--- config.mk ---
export PLATFORM = sky130hd
export DESIGN_NAME = sram_seq_streamer_flat
export DESIGN_NICKNAME = d
export VERILOG_FILES = /design/src/rtl/sram_seq_streamer_if.sv /design/src/rtl/sram_seq_streamer.sv /design/src/flat_wrapper.sv
export SDC_FILE = /design/constraint.sdc
export NUM_CORES = 1
export LEC_CHECK = 0
export CAP_MARGIN = 20
export CORE_UTILIZATION = 40
export CTS_CLUSTER_DIAMETER = 200
export DETAILED_ROUTE_END_ITERATION = 16
export DONT_BUFFER_PORTS = 1
export GPL_TIMING_DRIVEN = 0
export PLACE_DENSITY = 0.65
export REMOVE_ABC_BUFFERS = 1
export SLEW_MARGIN = 20
export SYNTH_ARGS = -nofsm -noshare
export SYNTH_HDL_FRONTEND = slang
export SYNTH_SLANG_ARGS = --single-unit
--- constraint.sdc ---
create_clock -name clk -period 4.4 [get_ports clk]
set_input_delay 1.1 -clock clk [delete_from_list [all_inputs] [get_ports clk]]
set_output_delay 1.1 -clock clk [all_outputs]
set_load 0.02 [all_outputs]
--- src/rtl/sram_seq_streamer_if.sv ---
// Command, write-stream, read-stream and SRAM port bundle for sram_seq_streamer.
// The streamer takes the slave view; the client/SRAM environment takes the master view.
interface sram_seq_streamer_if #(
  parameter int p_addr_nbits = 8,
  parameter int p_data_nbits = 32
);
  logic                        cmd_val;
  logic                        cmd_rdy;
  logic                        cmd_op;
  logic [p_addr_nbits-1:0]     cmd_base;
  logic [p_addr_nbits:0]       cmd_len;

  logic                        wr_val;
  logic                        wr_rdy;
  logic [p_data_nbits-1:0]     wr_data;

  logic                        rd_val;
  logic                        rd_rdy;
  logic [p_data_nbits-1:0]     rd_data;

  logic                        done;

  logic                        sram_csb;
  logic                        sram_web;
  logic [p_data_nbits/8-1:0]   sram_wmask;
  logic [p_addr_nbits-1:0]     sram_addr;
  logic [p_data_nbits-1:0]     sram_din;
  logic [p_data_nbits-1:0]     sram_dout;

  modport master (
    output cmd_val, cmd_op, cmd_base, cmd_len, wr_val, wr_data, rd_rdy, sram_dout,
    input  cmd_rdy, wr_rdy, rd_val, rd_data, done,
    input  sram_csb, sram_web, sram_wmask, sram_addr, sram_din
  );

  modport slave (
    input  cmd_val, cmd_op, cmd_base, cmd_len, wr_val, wr_data, rd_rdy, sram_dout,
    output cmd_rdy, wr_rdy, rd_val, rd_data, done,
    output sram_csb, sram_web, sram_wmask, sram_addr, sram_din
  );
endinterface

--- src/rtl/sram_seq_streamer.sv ---
// Sequential streamer for the single-port sequence SRAM: writes a val/rdy stream into
// consecutive words, or reads consecutive words out through a 3-entry buffer.
module sram_seq_streamer #(
  parameter int p_addr_nbits = 8,
  parameter int p_data_nbits = 32
) (
  input  logic               clk,
  input  logic               reset,
  sram_seq_streamer_if.slave bus
);
  localparam int LEN_W  = p_addr_nbits + 1;
  localparam int MASK_W = p_data_nbits / 8;
  localparam logic [LEN_W-1:0] MAX_LEN = LEN_W'(1 << p_addr_nbits);

  typedef enum logic [1:0] {IDLE, WRITE, READ, DONE} state_t;

  state_t                  state_q, state_d;
  logic [p_addr_nbits-1:0] addr_q;
  logic [LEN_W-1:0]        rem_q;
  logic                    vld_p1;
  logic [p_data_nbits-1:0] fifo_mem [0:2];
  logic [1:0]              wr_ptr_q, rd_ptr_q, count_q, count_d;

  logic accept, beat, issue, push, pop, room;

  logic                    cmd_rdy, wr_rdy, rd_val, done;
  logic [p_data_nbits-1:0] rd_data;
  logic                    csb, web;
  logic [MASK_W-1:0]       wmask;
  logic [p_addr_nbits-1:0] addr;
  logic [p_data_nbits-1:0] din;

  function automatic logic [LEN_W-1:0] sat_len(input logic [LEN_W-1:0] len);
    return (len > MAX_LEN) ? MAX_LEN : len;
  endfunction

  function automatic logic [1:0] ptr_inc(input logic [1:0] p);
    return (p == 2'd2) ? 2'd0 : p + 2'd1;
  endfunction

  always_comb begin
    state_d = state_q;
    cmd_rdy = 1'b0;
    wr_rdy  = 1'b0;
    done    = 1'b0;
    csb     = 1'b1;
    web     = 1'b1;
    wmask   = '0;
    addr    = '0;
    din     = '0;
    accept  = 1'b0;
    beat    = 1'b0;
    issue   = 1'b0;

    // Buffer occupancy counts the word still in flight from the SRAM.
    room    = ({1'b0, count_q} + {2'b00, vld_p1}) < 3'd3;
    push    = vld_p1;
    rd_val  = !reset && (count_q != 2'd0);
    pop     = rd_val && bus.rd_rdy;
    rd_data = rd_val ? fifo_mem[rd_ptr_q] : '0;

    unique case ({push, pop})
      2'b10:   count_d = count_q + 2'd1;
      2'b01:   count_d = count_q - 2'd1;
      default: count_d = count_q;
    endcase

    if (!reset) begin
      unique case (state_q)
        IDLE: begin
          cmd_rdy = 1'b1;
          accept  = bus.cmd_val;
          if (accept) begin
            if (sat_len(bus.cmd_len) == '0) state_d = DONE;
            else if (bus.cmd_op)            state_d = WRITE;
            else                            state_d = READ;
          end
        end
        WRITE: begin
          wr_rdy = 1'b1;
          beat   = bus.wr_val;
          if (beat) begin
            csb   = 1'b0;
            web   = 1'b0;
            wmask = '1;
            addr  = addr_q;
            din   = bus.wr_data;
            if (rem_q == LEN_W'(1)) state_d = DONE;
          end
        end
        READ: begin
          issue = (rem_q != '0) && room;
          if (issue) begin
            csb  = 1'b0;
            addr = addr_q;
          end
          // Finish in the same cycle the final word leaves the buffer.
          if (rem_q == '0 && !vld_p1 && count_d == 2'd0) state_d = DONE;
        end
        DONE: begin
          done    = 1'b1;
          state_d = IDLE;
        end
        default: state_d = IDLE;
      endcase
    end
  end

  always_ff @(posedge clk) begin
    if (reset) begin
      state_q  <= IDLE;
      addr_q   <= '0;
      rem_q    <= '0;
      vld_p1   <= 1'b0;
      count_q  <= 2'd0;
      wr_ptr_q <= 2'd0;
      rd_ptr_q <= 2'd0;
    end else begin
      state_q <= state_d;
      if (accept) begin
        addr_q <= bus.cmd_base;
        rem_q  <= sat_len(bus.cmd_len);
      end else if (beat || issue) begin
        addr_q <= addr_q + p_addr_nbits'(1);
        rem_q  <= rem_q - LEN_W'(1);
      end
      // p0 -> p1: read issued this cycle, sram_dout valid next cycle
      vld_p1  <= issue;
      count_q <= count_d;
      if (push) wr_ptr_q <= ptr_inc(wr_ptr_q);
      if (pop)  rd_ptr_q <= ptr_inc(rd_ptr_q);
    end
  end

  // p1 -> buffer: capture the word returned by the SRAM
  always_ff @(posedge clk) begin
    if (push) fifo_mem[wr_ptr_q] <= bus.sram_dout;
  end

  assign bus.cmd_rdy    = cmd_rdy;
  assign bus.wr_rdy     = wr_rdy;
  assign bus.rd_val     = rd_val;
  assign bus.rd_data    = rd_data;
  assign bus.done       = done;
  assign bus.sram_csb   = csb;
  assign bus.sram_web   = web;
  assign bus.sram_wmask = wmask;
  assign bus.sram_addr  = addr;
  assign bus.sram_din   = din;
endmodule

--- src/flat_wrapper.sv ---
// flat-port wrapper written by rule: the top's interface ports become plain ports
module sram_seq_streamer_flat 
#(
  parameter int p_addr_nbits = 8,
  parameter int p_data_nbits = 32
)
  (clk, reset, bus_cmd_val, bus_cmd_op, bus_cmd_base, bus_cmd_len, bus_wr_val, bus_wr_data, bus_rd_rdy, bus_sram_dout, bus_cmd_rdy, bus_wr_rdy, bus_rd_val, bus_rd_data, bus_done, bus_sram_csb, bus_sram_web, bus_sram_wmask, bus_sram_addr, bus_sram_din);
  sram_seq_streamer_if #(.p_addr_nbits(p_addr_nbits), .p_data_nbits(p_data_nbits)) bus_i ();
  input  logic clk;
  input  logic reset;
  input wire logic [$bits(bus_i.cmd_val)-1:0] bus_cmd_val;
  input wire logic [$bits(bus_i.cmd_op)-1:0] bus_cmd_op;
  input wire logic [$bits(bus_i.cmd_base)-1:0] bus_cmd_base;
  input wire logic [$bits(bus_i.cmd_len)-1:0] bus_cmd_len;
  input wire logic [$bits(bus_i.wr_val)-1:0] bus_wr_val;
  input wire logic [$bits(bus_i.wr_data)-1:0] bus_wr_data;
  input wire logic [$bits(bus_i.rd_rdy)-1:0] bus_rd_rdy;
  input wire logic [$bits(bus_i.sram_dout)-1:0] bus_sram_dout;
  output wire logic [$bits(bus_i.cmd_rdy)-1:0] bus_cmd_rdy;
  output wire logic [$bits(bus_i.wr_rdy)-1:0] bus_wr_rdy;
  output wire logic [$bits(bus_i.rd_val)-1:0] bus_rd_val;
  output wire logic [$bits(bus_i.rd_data)-1:0] bus_rd_data;
  output wire logic [$bits(bus_i.done)-1:0] bus_done;
  output wire logic [$bits(bus_i.sram_csb)-1:0] bus_sram_csb;
  output wire logic [$bits(bus_i.sram_web)-1:0] bus_sram_web;
  output wire logic [$bits(bus_i.sram_wmask)-1:0] bus_sram_wmask;
  output wire logic [$bits(bus_i.sram_addr)-1:0] bus_sram_addr;
  output wire logic [$bits(bus_i.sram_din)-1:0] bus_sram_din;
  assign bus_i.cmd_val = bus_cmd_val;
  assign bus_i.cmd_op = bus_cmd_op;
  assign bus_i.cmd_base = bus_cmd_base;
  assign bus_i.cmd_len = bus_cmd_len;
  assign bus_i.wr_val = bus_wr_val;
  assign bus_i.wr_data = bus_wr_data;
  assign bus_i.rd_rdy = bus_rd_rdy;
  assign bus_i.sram_dout = bus_sram_dout;
  assign bus_cmd_rdy = bus_i.cmd_rdy;
  assign bus_wr_rdy = bus_i.wr_rdy;
  assign bus_rd_val = bus_i.rd_val;
  assign bus_rd_data = bus_i.rd_data;
  assign bus_done = bus_i.done;
  assign bus_sram_csb = bus_i.sram_csb;
  assign bus_sram_web = bus_i.sram_web;
  assign bus_sram_wmask = bus_i.sram_wmask;
  assign bus_sram_addr = bus_i.sram_addr;
  assign bus_sram_din = bus_i.sram_din;
  sram_seq_streamer #(.p_addr_nbits(p_addr_nbits), .p_data_nbits(p_data_nbits)) u_core (.clk(clk), .reset(reset), .bus(bus_i));
endmodule
==> results of run 1 <==
[where the power goes]
group	internal (W)	switching [W]	total (W)
clock network	0.00100	0.000511	0.00151
registers	0.00137	0.0000912	0.00147
logic	0.000313	0.000486	0.000799
total	0.00269	0.00109	0.00378
[flip-flops by register name (all words and copies together), names as in the netlist, named ones only]
register         flops
u_core.state_q       2
u_core.wr_ptr_q      2
u_core.rem_q         9
u_core.fifo_mem     96
u_core.count_q       2
u_core.addr_q        8
u_core.rd_ptr_q      2
u_core.push          1
[layer usage]
layer / track usage / part of all wire / up-vias
li1: - / - / 1840
met1: 0.1898 / 0.40 / 1773
met2: 0.2951 / 0.50 / 159
met3: 0.07942 / 0.096 / 14
met4: 0.06096 / 0.0086 / 0
met5: 0 / 0 / -
[stage by stage]
stage	utilization	setup TNS [ns]
2_1_floorplan	-	0
3_3_place_gp	0.4162	-20.66
3_5_place_dp	0.4319	0
4_1_cts	0.4785	0
5_1_grt	0.4785	0
6_report	0.4785	0
[worst paths after layout]
check | slack (ns) | startpoint | to | cells after the start
min reg2reg | 0.51 | u_core.state_q[0] | u_core.state_q[0] | 2
min | 0.51 | u_core.state_q[0] | u_core.state_q[0] | 2
max | 0.58 | u_core.count_q[0] | bus_sram_addr[3] | 7
max reg2reg | 1.53 | u_core.count_q[0] | u_core.state_q[1] | 9
[cell usage after synthesis (3+ instances only)]
master	n
o21ai_0	16
and3_1	36
a311oi_1	3
nor2b_1	6
clkbuf_1	23
nor3_1	7
edfxtp_1	96
a22o_1	3
or3_1	4
nand3_1	5
dfxtp_1	28
nand4_1	3
a31oi_1	7
ha_1	12
a21oi_1	44
nand2_1	21
buf_1	5
inv_1	12
buf_4	5
or4_1	3
nor2_1	76
and2_1	9
mux2i_1	36
a211oi_1	3
[cell type report]
cell class,count,area (sq um)
clock buffers,17,425.4
repair buffers,11,175.2
well taps,180,225.2
clock inverters,15,221.5
inverters,12,45.04
fillers,1238,7239
flip-flops and latches,124,3446
multi-input cells,330,2103
[kinds of logic (layout without fill, tap and decap cells)]
kind of cell / count (synthesis) / count (layout) / synth area share
and+or+nand+nor: 184 / 184 / 0.1618
DFF: 124 / 124 / 0.6035
AOI/OAI and AO/OA: 93 / 93 / 0.1018
buffers and inverters: 46 / 55 / 0.03487
muxes: 38 / 38 / 0.06711
adders and majority gates: 12 / 12 / 0.02632
xor gates and xnor gates: 3 / 3 / 0.004606
[worst register-to-register path: stages (launching register included)]
cell	delay, ns
dfxtp_1	0.38
o21ai_4	0.52
inv_1	0.28
and2_1	0.26
ha_1	0.36
nor3b_1	0.21
a31oi_1	0.07
o31ai_1	0.22
and3_1	0.27
mux2i_1	0.22
==> metrics.txt, run 1 <==
status=finished, final reports clean; fin nets=595; largest cells by area after synthesis=edfxtp_1, dfxtp_1, mux2i_1; Chip Height=121.4 um; Mean Syn Cell Area=11.41 sq um; CTS clock-pin slew for the worst setup and hold paths=0.06 ns; DRT Pass-1 Iters=4; Total Routed Length=12280 um; CP max stage cell=dfxtp_1; fin area=6641 sq um; chip width=121.4 um; wire per inst=17.82 um; Setup violations, final=0; worst-path cell chain=ha_1, ha_1, a21oi_1, nand2_1, a2bb2oi_1, nor2_1, and2_1; initial antenna violation count=0; Yosys reg bits=124; Crit path max-delay family=simple AND/OR/NAND/NOR gates; Starting DRT DRC Count=224; Crit path buffers/inverters=0; Final Hold Vio Count=0; critical path launch point type=flip-flop; Pwr Total=0.003779 W; total number of vias=3786; fin crit period=3.818 ns; Worst EP arrival=2.72 ns; Max-cap violations=0; period utilization=0.8677; critical path's largest stage delay=0.48 ns; area post-placement=5995 sq um; count of input and output buffers=0; RSZ-0062 raised after global routing=false; Req. time, crit path=3.30 ns; CP most frequent cell=ha_1; Rel. slew slack=0.4216; fin. max-slew vios=0; Post-Syn Instances=500; synth warn=0; CTS-repair resized insts=0; Inst Count DP=657; final antenna-violating net count=0; row count=43; Post-DP HPWL=8509 um; grt ovf=0; deepest clock path buffer count=2; Post-Place Worst Slack=0.7082 ns; CTS tree=done; Setup Fix Bufs, Post-CTS=0; area grow syn2layout=16.40%; CP Max Fanout=8; EDFF count, synth=96; DRC Markers=0; Setup Skew=0.005827 ns; clock root cell=clkbuf_16; power density over cell area=569.0 nW/um^2; number of buffers created by CTS=17; Post-Syn Area=5705 sq um; # diodes=0; GRT Total Usage=0.1738; fin cells=689; Tightest Hold Check Type=reg -> reg; share of cells above drive strength 1=0.1120; Leak=2.420 nW; Clock Latency Late Sink=0.41 ns; most frequent cells in the layout=edfxtp_1, nor2_1, a21oi_1; Final GP Congestion=0.8743; Yosys cell types=54; FFs w/ async S/R, synth=0; # IOs=169; vias per std cell=5.495; H-tree Lvls=4; Starting Density=0.4110; first-pass GRT wire length=18890 um; Peak VDD IR=0.3010 mV; critical path class=reg -> out; hold_ws=0.5077 ns; setup ws final=0.5823 ns; commonest non-fill, non-tap cell in the layout=edfxtp_1; Setup crit end kind=output port; Least-Margin Pin Slew=0.8553 ns; Core Area=13880 sq um; hold_buf cts=0; share of the synthesized area in the top cell type=0.5053; sequential area share after synthesis=0.6035; top cell type by total area after synthesis=edfxtp_1; vias in the first global route=3655; largest net degree at the start of global routing=41; area of the die=14750 sq um; FMAX=261.9 MHz; Main synth FF type=edfxtp_1; clock sinks=124
Note: power is estimated with default switching activity, not from simulation.
==> run 2, diff against run 1 <==
--- a/config.mk
+++ b/config.mk
@@ -10,7 +10,6 @@
 export CTS_CLUSTER_DIAMETER = 200
 export DETAILED_ROUTE_END_ITERATION = 16
 export DONT_BUFFER_PORTS = 1
-export GPL_TIMING_DRIVEN = 0
 export PLACE_DENSITY = 0.65
 export REMOVE_ABC_BUFFERS = 1
 export SLEW_MARGIN = 20
==> metrics.txt, run 2 (synthesis results as in run 1) <==
status=finished, final reports clean; critical path launch point type=flip-flop; biggest regs=u_core.fifo_mem (96), u_core.rem_q (9), u_core.addr_q (8); Final GP Congestion=0.8634; fin nets=590; Rel. slew slack=0.2864; total number of vias=3833; Setup Fix Bufs, Post-CTS=0; share of cells above drive strength 1=0.08549; wire per inst=18.64 um; area of the die=14750 sq um; R2R depth=9; Worst EP arrival=2.73 ns; Pwr Total=0.003598 W; # diodes=0; Leak=2.333 nW; Peak VDD IR=0.2883 mV; Final Hold Vio Count=0; CTS tree=done; CP Max Fanout=8; Setup violations, final=0; vias in the first global route=3728; Max-cap violations=0; critical path class=reg -> out; # IOs=169; area grow syn2layout=12.57%; Post-DP HPWL=8353 um; row count=43; most frequent cells in the layout=edfxtp_1, nor2_1, a21oi_1; final antenna-violating net count=0; Least-Margin Pin Slew=1.068 ns; grt ovf=0; CP max stage cell=dfxtp_1; initial antenna violation count=0; Chip Height=121.4 um; clock root cell=clkbuf_16; Starting DRT DRC Count=240; vias per std cell=5.612; deepest clock path buffer count=2; critical path's largest stage delay=0.50 ns; number of buffers created by CTS=17; RSZ-0062 raised after global routing=false; WHS Path Cells=2; GRT Total Usage=0.1775; Total Routed Length=12730 um; commonest non-fill, non-tap cell in the layout=edfxtp_1; hold endpoint=u_core.state_q[1]; Tightest Hold Check Type=reg -> reg; Clock Latency Late Sink=0.41 ns; CP most frequent cell=ha_1; DRT Pass-1 Iters=4; min-delay src=u_core.state_q[1]; period utilization=0.8701; setup slack, reg-to-reg=1.24 ns; Core Area=13880 sq um; largest net degree at the start of global routing=46; FF-to-FF End=u_core.state_q[0]; clock sinks=124; CTS-repair resized insts=0; Starting Density=0.4110; Req. time, crit path=3.30 ns; hold_buf cts=0; DRC Markers=0; count of input and output buffers=0; Reg2Reg Launch Point=u_core.count_q[0]; fin crit period=3.829 ns; Setup crit end kind=output port; FMAX=261.2 MHz; worst-path cell chain=ha_1, ha_1, a21oi_1, nand2_1, a2bb2oi_1, nor2_1, and2_1; chip width=121.4 um; power density over cell area=560.3 nW/um^2; setup TNS=0 ns; CTS clock-pin slew for the worst setup and hold paths=0.05 ns; fin. max-slew vios=0; first-pass GRT wire length=19400 um; H-tree Lvls=4; Top reg by flops=u_core.fifo_mem; max reg flops=96; Setup Skew=0.008352 ns
[run 2: worst max-delay path by stage]
stage	from	cells past startpoint	end	slack [ns]
5_1_grt	u_core.count_q[0]	7	bus_sram_addr[5]	0.36
6_report	u_core.count_q[0]	7	bus_sram_addr[3]	0.57
3_3_place_gp	reset	10	u_core.state_q[0]	0.70
4_1_cts	u_core.count_q[0]	7	bus_sram_addr[4]	0.55
2_1_floorplan	reset	3	bus_sram_wmask[0]	0.04
3_5_place_dp	reset	10	u_core.state_q[1]	0.63
[run 2: per-stage QoR]
stage | hold slack [ns] | worst slack (ns) | std cells | utilization | instance area [sq um]
after floorplan | 0.4645 | 0.03990 | 466 | - | 5552
after global placement | 0.4852 | 0.7006 | 652 | 0.4220 | 5858
after detailed placement | 0.5006 | 0.6305 | 652 | 0.4220 | 5858
after CTS | 0.5123 | 0.5544 | 683 | 0.4627 | 6422
after global routing | 0.5446 | 0.3643 | 683 | 0.4627 | 6422
final | 0.5098 | 0.5713 | 683 | 0.4627 | 6422
[run 2: worst max-delay path, delay by kind of cell (launching register included)]
kind,cells,cell delay [ns]
fa+ha+maj,2,0.43
flops,1,0.50
compound gates,2,0.44
simple gates,3,0.95
[run 2: layout make-up]
class                      instances  area [sq um]
clock inverter                    10         123.9
sequential                       124          3446
fill                            1276          7458
timing repair buffer               6         45.04
clock buffer                      21         440.4
multi-input combinational        330          2097
inverter                          12         45.04
tap                              180         225.2
[run 2: power breakdown]
part           internal (W)  switching [W]  total, W  leakage (nW)
clock              0.000876       0.000471   0.00135         0.275
sequential          0.00138       0.000102   0.00148          1.09
combinational      0.000293       0.000480  0.000773         0.964
total               0.00255        0.00105   0.00360          2.33
[run 2: metal layers]
| metal | vias to the layer above | part of all wire | global-route usage |
|---|---|---|---|
| li1 | 1815 | - | - |
| met1 | 1845 | 0.40 | 0.1950 |
| met2 | 155 | 0.51 | 0.3043 |
| met3 | 18 | 0.083 | 0.06344 |
| met4 | 0 | 0.014 | 0.08179 |
| met5 | - | 0 | 0 |
==> run 3, diff against run 2 <==
--- a/config.mk
+++ b/config.mk
@@ -6,13 +6,14 @@
 export NUM_CORES = 1
 export LEC_CHECK = 0
 export CAP_MARGIN = 20
-export CORE_UTILIZATION = 40
+export CORE_UTILIZATION = 60
 export CTS_CLUSTER_DIAMETER = 200
 export DETAILED_ROUTE_END_ITERATION = 16
 export DONT_BUFFER_PORTS = 1
-export PLACE_DENSITY = 0.65
+export PLACE_DENSITY = 0.87
 export REMOVE_ABC_BUFFERS = 1
 export SLEW_MARGIN = 20
 export SYNTH_ARGS = -nofsm -noshare
 export SYNTH_HDL_FRONTEND = slang
 export SYNTH_SLANG_ARGS = --single-unit
+export TNS_END_PERCENT = 20
==> metrics.txt, run 3 (synthesis results as in run 1) <==
Max-cap violations=0; CP Max Fanout=8; clock sinks=124; Clock Latency Late Sink=0.50 ns; DRC Markers=0; Total Routed Length=11840 um; share of cells above drive strength 1=0.09562; # diodes=0; Starting Density=0.6175; Setup Fix Bufs, Post-CTS=0; Pwr Total=0.003599 W; # IOs=169; chip width=99.52 um; FMAX=260.7 MHz; deepest clock path buffer count=2; CTS-repair resized insts=0; most frequent cells in the layout=edfxtp_1, nor2_1, a21oi_1; first-pass GRT wire length=17920 um; CTS tree=done; Setup crit end kind=output port; fin. max-slew vios=0; row count=35; Core Area=9240 sq um; Req. time, crit path=3.30 ns; max reg flops=96; Worst EP arrival=2.74 ns; routed metal-1 wirelength=4633 um; R2R depth=10; number of buffers created by CTS=17; clock root cell=clkbuf_8; Starting DRT DRC Count=166; wire per inst=18.77 um; fill cell count=672; Post-DP HPWL=7572 um; hold_buf cts=0; H-tree Lvls=4; grt ovf=0; initial antenna violation count=0; fin nets=588; Least-Margin Pin Slew=1.064 ns; RSZ-0062 raised after global routing=false; CTS clock-pin slew for the worst setup and hold paths=0.06 ns; power density over cell area=565.7 nW/um^2; critical path class=reg -> out; Top reg by flops=u_core.fifo_mem; biggest regs=u_core.fifo_mem (96), u_core.rem_q (9), u_core.addr_q (8); Rel. slew slack=0.2905; GRT Total Usage=0.2441; DRT Pass-1 Iters=4; Setup Skew=0.008119 ns; area grow syn2layout=11.51%; status=finished, final reports clean; WHS Path Cells=2; Inst Count DP=599; Peak VDD IR=0.3276 mV; Setup violations, final=0; critical path launch point type=flip-flop; setup TNS=0 ns; fin cells=631; total number of vias=3792; vias in the first global route=3642; top sig layer=met4; met3 wire len=875 um; fin crit period=3.836 ns; largest net degree at the start of global routing=65; Leak=2.324 nW; Final GP Congestion=0.8768; area of the die=9903 sq um; Tightest Hold Check Type=reg -> reg; count of input and output buffers=0; vias per std cell=6.010; final antenna-violating net count=0; period utilization=0.8719; Final Hold Vio Count=0; commonest non-fill, non-tap cell in the layout=edfxtp_1; Chip Height=99.52 um; Met2 Wirelength=6126 um
## run 3: cell types whose count changed in the layout (fill, tap and decap cells not counted), moves of 2 or more
cell	change
inv_6	+2
clkinv_4	+2
buf_4	-2
clkinv_1	-3
clkbuf_1	-3
clkinvlp_4	+3
## run 3: report_power, final
group | internal (W) | switching, W | total, W | leakage, nW
Combinational | 0.000292 | 0.000470 | 0.000762 | 0.950
Sequential | 0.00137 | 0.000109 | 0.00148 | 1.09
Clock | 0.000863 | 0.000491 | 0.00135 | 0.279
Total | 0.00253 | 0.00107 | 0.00360 | 2.32
## run 3: layer usage
metal | track usage | vias up
met5 | 0 | -
met4 | 0.1120 | 0
met3 | 0.07379 | 12
met2 | 0.4471 | 158
met1 | 0.2568 | 1801
li1 | - | 1821
## run 3: final timing paths
check,start,slack [ns],endpoint
worst max register to register,u_core.count_q[0],1.73,u_core.state_q[0]
worst max-delay path,u_core.count_q[0],0.56,bus_sram_addr[1]
worst min register to register,u_core.addr_q[1],0.50,u_core.addr_q[1]
worst min-delay path,u_core.addr_q[1],0.50,u_core.addr_q[1]
## run 3: stage by stage
step                utilization  hold WS, ns  area (sq um)  setup WS, ns
finish                   0.6886       0.4981          6362        0.5636
global route             0.6886       0.5184          6362        0.3442
CTS                      0.6883       0.4993          6360        0.5250
detailed placement       0.6246       0.4910          5772        0.8069
global placement         0.6246       0.4824          5772        0.9186
floorplan                     -       0.4645          5552       0.03990
## run 3: final cells by class
class,count,area [sq um],share of cell area
inverters,12,45.04,0.007080
multi-input cells,330,2090,0.3284
flip-flops and latches,124,3448,0.5420
well taps,129,161.4,0.02537
clock buffers,18,417.9,0.06568
repair buffers,4,30.03,0.004720
clock inverters,14,170.2,0.02675
## run 3: critical path, cell delays in order, from the launching register on
cell and delay (ns):
dfxtp_1 0.47, ha_1 0.21, ha_1 0.22, a21oi_1 0.20, nand2_1 0.19, a2bb2oi_1 0.22
nor2_1 0.41, and2_1 0.33
